==> src/rtl/clk_divider_multi.sv <==
// Multi-channel run-time programmable clock divider with glitch-free reconfiguration.
// Each channel drives a divided level, plus rise/fall strobes that can be used as clock enables.
module clk_divider_multi #(
    parameter int NUM_CH      = 4,
    parameter int CNT_W       = 16,
    parameter int DEFAULT_DIV = 2
) (
    input  logic                                       clk,
    input  logic                                       rst,
    input  logic                                       cfg_we,
    input  logic [$clog2(NUM_CH > 1 ? NUM_CH : 2)-1:0] cfg_ch,
    input  logic [CNT_W-1:0]                           cfg_div,
    input  logic [CNT_W-1:0]                           cfg_high,
    input  logic [NUM_CH-1:0]                          ch_en,
    input  logic                                       sync,
    output logic [NUM_CH-1:0]                          clk_out,
    output logic [NUM_CH-1:0]                          rise_tick,
    output logic [NUM_CH-1:0]                          fall_tick,
    output logic                                       cfg_err
);

    localparam int CH_W = $clog2(NUM_CH > 1 ? NUM_CH : 2);
    localparam logic [CNT_W-1:0] DEF_DIV  = CNT_W'(DEFAULT_DIV);
    localparam logic [CNT_W-1:0] DEF_HIGH = CNT_W'(DEFAULT_DIV / 2);

    logic [NUM_CH-1:0][CNT_W-1:0] div_act;
    logic [NUM_CH-1:0][CNT_W-1:0] high_act;
    logic [NUM_CH-1:0][CNT_W-1:0] div_sh;
    logic [NUM_CH-1:0][CNT_W-1:0] high_sh;
    logic [NUM_CH-1:0][CNT_W-1:0] cnt;

    logic                         wr_valid;
    logic [NUM_CH-1:0]            wr_hit;
    logic [NUM_CH-1:0]            apply;
    logic [NUM_CH-1:0]            clk_nxt;
    logic [NUM_CH-1:0][CNT_W-1:0] pend_div;
    logic [NUM_CH-1:0][CNT_W-1:0] pend_high;
    logic [NUM_CH-1:0][CNT_W-1:0] cnt_nxt;

    // A write in flight counts as the pending value, so write+wrap or write+sync use it at once.
    always_comb begin
        wr_valid = cfg_we
                 && (cfg_div >= CNT_W'(2))
                 && (cfg_high >= CNT_W'(1))
                 && (cfg_high < cfg_div)
                 && (32'(cfg_ch) < 32'(NUM_CH));
        wr_hit    = '0;
        apply     = '0;
        clk_nxt   = '0;
        pend_div  = '0;
        pend_high = '0;
        cnt_nxt   = '0;
        for (int i = 0; i < NUM_CH; i++) begin
            wr_hit[i]    = wr_valid && (cfg_ch == CH_W'(i));
            pend_div[i]  = wr_hit[i] ? cfg_div  : div_sh[i];
            pend_high[i] = wr_hit[i] ? cfg_high : high_sh[i];
            apply[i]     = sync || (cnt[i] == div_act[i] - CNT_W'(1));
            cnt_nxt[i]   = apply[i] ? '0 : cnt[i] + CNT_W'(1);
            clk_nxt[i]   = cnt_nxt[i] < (apply[i] ? pend_high[i] : high_act[i]);
        end
    end

    // A disabled channel parks its counter on the last count, so enabling it is simply a wrap.
    always_ff @(posedge clk or negedge rst) begin
        if (!rst) begin
            for (int i = 0; i < NUM_CH; i++) begin
                div_act[i]  <= DEF_DIV;
                high_act[i] <= DEF_HIGH;
                div_sh[i]   <= DEF_DIV;
                high_sh[i]  <= DEF_HIGH;
                cnt[i]      <= DEF_DIV - CNT_W'(1);
            end
            clk_out   <= '0;
            rise_tick <= '0;
            fall_tick <= '0;
            cfg_err   <= 1'b0;
        end else begin
            cfg_err <= cfg_we && !wr_valid;
            for (int i = 0; i < NUM_CH; i++) begin
                if (wr_hit[i]) begin
                    div_sh[i]  <= cfg_div;
                    high_sh[i] <= cfg_high;
                end
                if (ch_en[i]) begin
                    if (apply[i]) begin
                        div_act[i]  <= pend_div[i];
                        high_act[i] <= pend_high[i];
                    end
                    cnt[i]       <= cnt_nxt[i];
                    clk_out[i]   <= clk_nxt[i];
                    rise_tick[i] <= clk_nxt[i] && !clk_out[i];
                    fall_tick[i] <= !clk_nxt[i] && clk_out[i];
                end else begin
                    div_act[i]   <= pend_div[i];
                    high_act[i]  <= pend_high[i];
                    cnt[i]       <= pend_div[i] - CNT_W'(1);
                    clk_out[i]   <= 1'b0;
                    rise_tick[i] <= 1'b0;
                    fall_tick[i] <= clk_out[i];
                end
            end
        end
    end

endmodule

==> config.mk <==
export PLATFORM = sky130hd
export DESIGN_NAME = clk_divider_multi
export DESIGN_NICKNAME = d
export VERILOG_FILES = /design/src/rtl/clk_divider_multi.sv
export SDC_FILE = /design/constraint.sdc
export NUM_CORES = 1
export LEC_CHECK = 0
export ABC_AREA = 1
export CAP_MARGIN = 10
export CORE_UTILIZATION = 35
export CTS_CLUSTER_DIAMETER = 60
export DETAILED_ROUTE_END_ITERATION = 8
export DONT_BUFFER_PORTS = 1
export HOLD_SLACK_MARGIN = 0.02
export MAX_ROUTING_LAYER = met4
export SETUP_SLACK_MARGIN = 0.5
export SYNTH_ARGS = -nofsm -noshare
export SYNTH_HDL_FRONTEND = slang
export SYNTH_SLANG_ARGS = --single-unit
==> constraint.sdc <==
create_clock -name clk -period 3.52 [get_ports clk]
set_input_delay 0.88 -clock clk [delete_from_list [all_inputs] [get_ports clk]]
set_output_delay 0.88 -clock clk [all_outputs]
set_load 0.05 [all_outputs]
==> metrics.txt, run 1 <==
max cap viols 0; FF-to-FF End rise_tick[2]$_DFF_PN0_; Post-synth EDFFs 0; DRT Wirelength between 60 and 70 mm; Slew Limit Fails 0; chip width between 200 and 250 µm; RSZ-0062 raised after global routing true; Die ar. about 60000 µm²; Hold WC Path Type input pin to asynchronous set/reset pin; worst skew pair latency around 0.56 ns; R2R depth 25; Synth top area share approximately 39%; Synth cell types a little under 50; cts bufs inserted 42; relative slew slack 46.0%; # setup viols final 0; Synth Warn # 0; Final Cycle Share between 90% and 100%; Worst-path clk slew about 0.06 ns; Placer Congestion roughly 0.87; Syn Nets 2877; worst vdd rail ir drop 0.514 mV; worst-path fanout max 2; Worst Setup SP cnt[32]$_DFF_PN1_; initial core utilization around 36%; minimum clock period about 3.4 ns; half-perimeter wire length after placement about 43 mm; ys async rst share 100%; worst setup path endpoint rise_tick[2]$_DFF_PN0_; Post-Synthesis Cells ~2700; fin worst setup slack ~0.12 ns; share of cells above drive strength 1 26.3%; TritonCTS clock tree built; critical path endpoint category flop; vias per cell slightly below 5; Layout area overhead 30.7%; Die H approximately 240 µm; Worst Tran Pin Value 0.811 ns; Pwr Density between 500 and 600 nW/µm²; num rows 87; most frequent cells in the layout 753 x nand2_1, 324 x inv_1, 313 x dfrtp_1; Yosys reg bits 333; WS Path Type flop to flop; initial antenna violation count 1; Reg2Reg Setup Slack approximately 0.12 ns; Nets around 3200; syn_area_per_cell ~7.4 µm²; setup TNS 0 ns; clock tree buffer depth 3; GRT Residual Overflow 0; largest net degree at the start of global routing approximately 330; FMAX slightly below 300 MHz; static leakage roughly 12 nW; root buf cell clkbuf_16; Antenna diodes 0; most common cell after layout, fill and taps aside nand2_1; clk_skew 0.0206 ns; largest area contributor in the netlist dfrtp_1; ANT nets after route 0; port buffer count 0; Worst EP arrival around 4 ns; core area between 50000 and 60000 µm²; via count approximately 18000; register area share after synthesis around two fifths; first-pass GRT wire length between 90 and 100 mm; vias in the first global route 17640; # IOs 55; Global Route Usage Sum a little over a fifth; dpl ws -0.303 ns; Top FF cell, synth dfrtp_1; R2R Path Start cnt[32]$_DFF_PN1_; Crit path required time 4.00 ns; CTS H-tree lvls 2; DR iter-0 viols around 1200; WL per Instance 16.3 µm; first drt pass iteration count 5; CTS Sinks between 300 and 400; Post-route DRC 0; Worst setup SP type flop; status finished clean; top post-synthesis cells by area dfrtp_1 39%, nand2_1 15%, o21ai_0 7.2%; final hold violations 0; synthesized cell area 20300 µm²
worst max-delay path, stage by stage (launching register included):
cell       delay, ns
dfstp_2         0.56
ha_4            0.15
nand2_2         0.05
nor2_2          0.09
inv_1           0.06
nor2_1          0.10
inv_1           0.09
nor2_2          0.10
inv_2           0.06
nor2_4          0.12
inv_2           0.05
nor3_2          0.17
buf_4           0.13
buf_4           0.09
buf_4           0.09
buf_4           0.09
buf_4           0.09
nor3_1          0.08
ha_1            0.20
a21oi_1         0.12
o21ai_1         0.08
a21oi_1         0.17
nor2_2          0.06
a2111oi_4       0.34
nand2_2         0.09
nor2_1          0.09
Yosys cell counts, types with 5 or more instances:
cell type and n:
nand2_1 797, inv_1 350, dfrtp_1 313, o21ai_0 290
nor2_1 255, ha_1 87, nand3_1 84, a21oi_1 62
xor2_1 56, or2_2 48, clkbuf_1 46, xnor2_1 44
nor3_1 41, o21ai_1 41, o21ai_2 31, nand3b_1 29
nand4_1 24, dfstp_2 20, inv_2 17, buf_2 14
buf_6 12, nor2_2 11, nand2_2 7, a211oi_1 6
a31oi_1 6, and2_1 6, nor4_1 6, o21a_1 5
through the flow:
step	hold WS [ns]	cells	power (mW)	utilization, %	area (µm²)
2_1_floorplan	0.448	2748	8.46	-	20600
3_3_place_gp	0.461	3676	10.1	40.6	23100
3_5_place_dp	0.468	3676	10.1	40.6	23100
4_1_cts	-0.00797	3792	14.9	44.4	25200
5_1_grt	0.0212	3822	16.2	46.6	26500
6_report	0.0446	3822	15.2	46.6	26500
metal layers:
| metal | vias up | wire length [µm] | share of wire (%) | global-route usage (%) |
|---|---|---|---|---|
| met1 | 8704 | 28500 | 46 | 28.2 |
| met3 | 76 | 3650 | 5.9 | 4.10 |
| li1 | 9323 | - | - | - |
| met2 | 377 | 28800 | 46 | 33.0 |
| met4 | 0 | 1200 | 1.9 | 5.85 |
| met5 | - | 0 | 0 | - |
power breakdown:
group / leakage, nW / total [mW] / internal [mW] / switching (mW)
sequential: 3.92 / 5.44 / 4.76 / 0.682
clock: 0.700 / 4.55 / 2.77 / 1.78
combinational: 7.87 / 5.25 / 2.31 / 2.94
final cells by class:
class,count,area (µm²)
clock buffer,59,1210
multi-input combinational,1976,11600
fill,5551,30400
inverter,369,1440
timing repair buffer,314,2700
sequential,333,8360
clock inverter,15,229
tap,756,946
worst min path at each step:
stage	from	to	slack [ns]	cells after the start
2_1_floorplan	div_sh[36]$_DFF_PN0_	div_sh[36]$_DFF_PN0_	0.45	2
3_3_place_gp	div_sh[36]$_DFF_PN0_	div_sh[36]$_DFF_PN0_	0.46	2
3_5_place_dp	high_act[60]$_DFF_PN0_	high_act[60]$_DFF_PN0_	0.47	2
4_1_cts	rst	high_sh[63]$_DFF_PN0_	-0.008	0
5_1_grt	rst	high_act[56]$_DFF_PN0_	0.02	0
6_report	rst	high_sh[59]$_DFF_PN0_	0.04	0
state kept, by name (all words and copies together) (netlist names):
| signal | flops |
|---|---|
| fall_tick | 4 |
| high_sh | 64 |
| rise_tick | 4 |
| div_act | 64 |
| high_act | 64 |
| cnt | 64 |
| div_sh | 64 |
| clk_out | 4 |
| cfg_err | 1 |
cell families after synthesis:
logic type,after synthesis,share of synthesized area [%]
adders and majority gates,87,5.37
and+or+nand+nor,1327,28.0
AOI/OAI and AO/OA,456,12.3
buffers and inverters,445,8.81
DFF,333,41.3
xor gates and xnor gates,100,4.32
repair_timing:
action,in CTS,in global routing
gates resized for setup,84,240
pin swaps,18,63
cloned,5,4
endpoints found under the hold margin,224,62
buffers inserted,37,25
endpoints found under the setup margin,100,115
(Power assumes the default switching activity.)
==> inputs of run 2 (changes only) <==
SKIP_CTS_REPAIR_TIMING = 1   (was unset)
==> run 2 against run 1 <==
Against the previous run: clock skew is 0.0037 ns lower; non-clock buffer count is 11 lower; combinational power is 2% higher; global-route usage is 0.73 points lower; largest power group unchanged; first-iteration DRC count is 4.2% lower; fmax hardly changed; final area is 0.63% higher; sequential share of layout area is 0.17 points lower.
==> metrics.txt, run 2 (same netlist as run 1, synthesis figures left out) <==
initial core utilization 35.6% (unchanged); vias in the first global route 17067 (-3.2%); vias per cell 4.84 (+0.13%); CP max-delay cell dfstp_2; Pwr Density 577 nW/µm² (+0.33%); Worst Tran Pin Value 0.718 ns (-0.0927 ns); Worst EP arrival 3.82 ns (-0.07 ns); largest net degree at the start of global routing 334 (unchanged); RSZ-0062 raised after global routing true; root buf cell clkbuf_16; Gate power share 34.8% (+0.4 points); Crit path required time 3.93 ns (-0.07 ns); Slew Limit Fails 0 (unchanged); minimum clock period 3.41 ns (+0.00296 ns); most common cell after layout, fill and taps aside nand2_1; # IOs 55 (unchanged); half-perimeter wire length after placement 43.1 mm (unchanged); Antenna diodes 0 (unchanged); Clock Power Share 29.6% (-0.3 points); fin worst setup slack 0.112 ns (-0.00296 ns); final hold violations 0 (unchanged); Design Area, Final 26600 µm² (+0.63%); Hold WC Path Type input pin to asynchronous set/reset pin; Nets 3151 (-0.44%); Die ar. 58800 µm² (unchanged); FMAX 293 MHz (about the same); switching power 5.48 mW (+1.4%); chip width 243 µm (unchanged); Sequential Power Share 35.6% (about the same); Placer Congestion 0.875 (unchanged); Cell Area, Placed 23100 µm² (unchanged); Worst path depth 25 (unchanged); first-pass GRT wire length 93.3 mm (-3.3%); GRT Residual Overflow 0 (unchanged); port buffer count 0 (unchanged); CTS H-tree lvls 2 (unchanged); critical path endpoint category flop; cts bufs inserted 42 (unchanged); most frequent cells in the layout 727 x nand2_1, 321 x inv_1, 307 x dfrtp_1; first drt pass iteration count 7 (+2); Reg2Reg Setup Slack 0.11 ns (about the same); Die H 243 µm (unchanged); worst-path fanout max 5 (+3); static leakage 12.6 nW (+0.55%); P_int 9.90 mW (+0.75%); CP Buf/Inv Count 6 (-3); most frequent CP cell inv_1; total power 15.4 mW (+0.96%); clock tree buffer depth 3 (unchanged); relative slew slack 52.1% (+6.1 points); Global Route Usage Sum 20.5% (-0.73 points); dpl ws -0.303 ns (unchanged); R2R depth 25 (unchanged); # setup viols final 0 (unchanged); DR iter-0 viols 1174 (-4.2%); worst vdd rail ir drop 0.529 mV (+3.1%); DRT Wirelength 61.9 mm (-0.50%); num rows 87 (unchanged); ANT nets after route 0 (unchanged); core area 56800 µm² (unchanged); WL per Instance 16.3 µm (-0.13%); TritonCTS clock tree built; Largest stage delay, worst path 0.60 ns (+0.04 ns); critical path's top delay family simple AND/OR/NAND/NOR gates; clk_skew 0.0169 ns (-0.00369 ns); setup TNS 0 ns (unchanged); worst skew pair latency 0.56 ns (about the same); max cap viols 0 (unchanged); worst setup path endpoint rise_tick[0]$_DFF_PN0_; initial antenna violation count 1 (unchanged); Final Cycle Share 96.8% (about the same); status finished clean; via count 18437 (-0.23%); Sw Ratio 35.6% (+0.14 points); Layout area overhead 31.5%; WS Path Type flop to flop; Worst Setup SP cnt[0]$_DFF_PN1_; share of cells above drive strength 1 27.4% (+1.1 points); Post-route DRC 0 (unchanged); FF-to-FF End rise_tick[0]$_DFF_PN0_; CTS Sinks 333 (unchanged); R2R Path Start cnt[0]$_DFF_PN1_; Worst-path clk slew 0.06 ns (about the same); Worst setup SP type flop
## run 2: cell count changes in the layout (fill, tap and decap cells not counted), sizes merged
cell / delta
clkinvlp: -1
clkbuf: +3
nor2: -3
dlygate4sd3: +2
clkinv: +1
buf: -16
## run 2: worst reg2reg max path, cell delays in order, from the launching register on
cell     delay (ns)
dfstp_2        0.60
ha_4           0.16
nand2_2        0.05
nor2_2         0.08
inv_1          0.05
nor2_1         0.08
inv_1          0.05
nor2_1         0.09
inv_1          0.07
nor2_2         0.13
inv_2          0.07
nor3_4         0.14
inv_1          0.07
nor2_1         0.09
nand2_1        0.10
nor3_2         0.25
nand2_1        0.12
xnor2_1        0.14
inv_1          0.07
nor2_2         0.04
ha_1           0.28
nand4_1        0.14
nor3_2         0.19
nand2_2        0.09
nand2_2        0.09
nor2_2         0.04
## run 2: layout make-up
class                           count  area [µm²]
Tap cell                          756         946
Multi-Input combinational cell   1973       11700
Clock buffer                       59        1210
Clock inverter                     15         229
Inverter                          369        1450
Sequential cell                   333        8370
Fill cell                        5538       30200
Timing Repair Buffer              303        2690
## run 2: worst min path at each step
stage | slack, ns | from | endpoint
finish | 0.05 | rst | high_sh[28]$_DFF_PN0_
global route | 0.03 | rst | high_sh[29]$_DFF_PN0_
CTS | -0.008 | rst | high_sh[63]$_DFF_PN0_
detailed placement | 0.47 | high_act[60]$_DFF_PN0_ | high_act[60]$_DFF_PN0_
global placement | 0.46 | div_sh[36]$_DFF_PN0_ | div_sh[36]$_DFF_PN0_
floorplan | 0.45 | div_sh[36]$_DFF_PN0_ | div_sh[36]$_DFF_PN0_
## run 2: stage by stage
stage,utilization [%],cells,hold slack (ns)
floorplan,-,2748,0.448
global placement,40.6,3676,0.461
detailed placement,40.6,3676,0.468
CTS,43.2,3750,-0.00797
global route,46.9,3808,0.0291
finish,46.9,3808,0.0519
## run 2: power by group through the flow
stage / Clock (mW) / Combinational, mW / Sequential, mW
after floorplan: 0 / 3.16 / 5.30
after global placement: 0 / 4.61 / 5.44
after detailed placement: 0 / 4.67 / 5.45
after CTS: 4.63 / 4.70 / 5.40
after global routing: 4.77 / 6.03 / 5.59
final: 4.55 / 5.36 / 5.47
## run 2: per-layer routing
metal | GRT usage (%) | share of wire (%) | vias up
li1 | - | - | 9281
met3 | 4.21 | 6.2 | 85
met1 | 27.6 | 46 | 8676
met5 | - | 0 | -
met4 | 5.60 | 2.2 | 0
met2 | 31.2 | 46 | 395
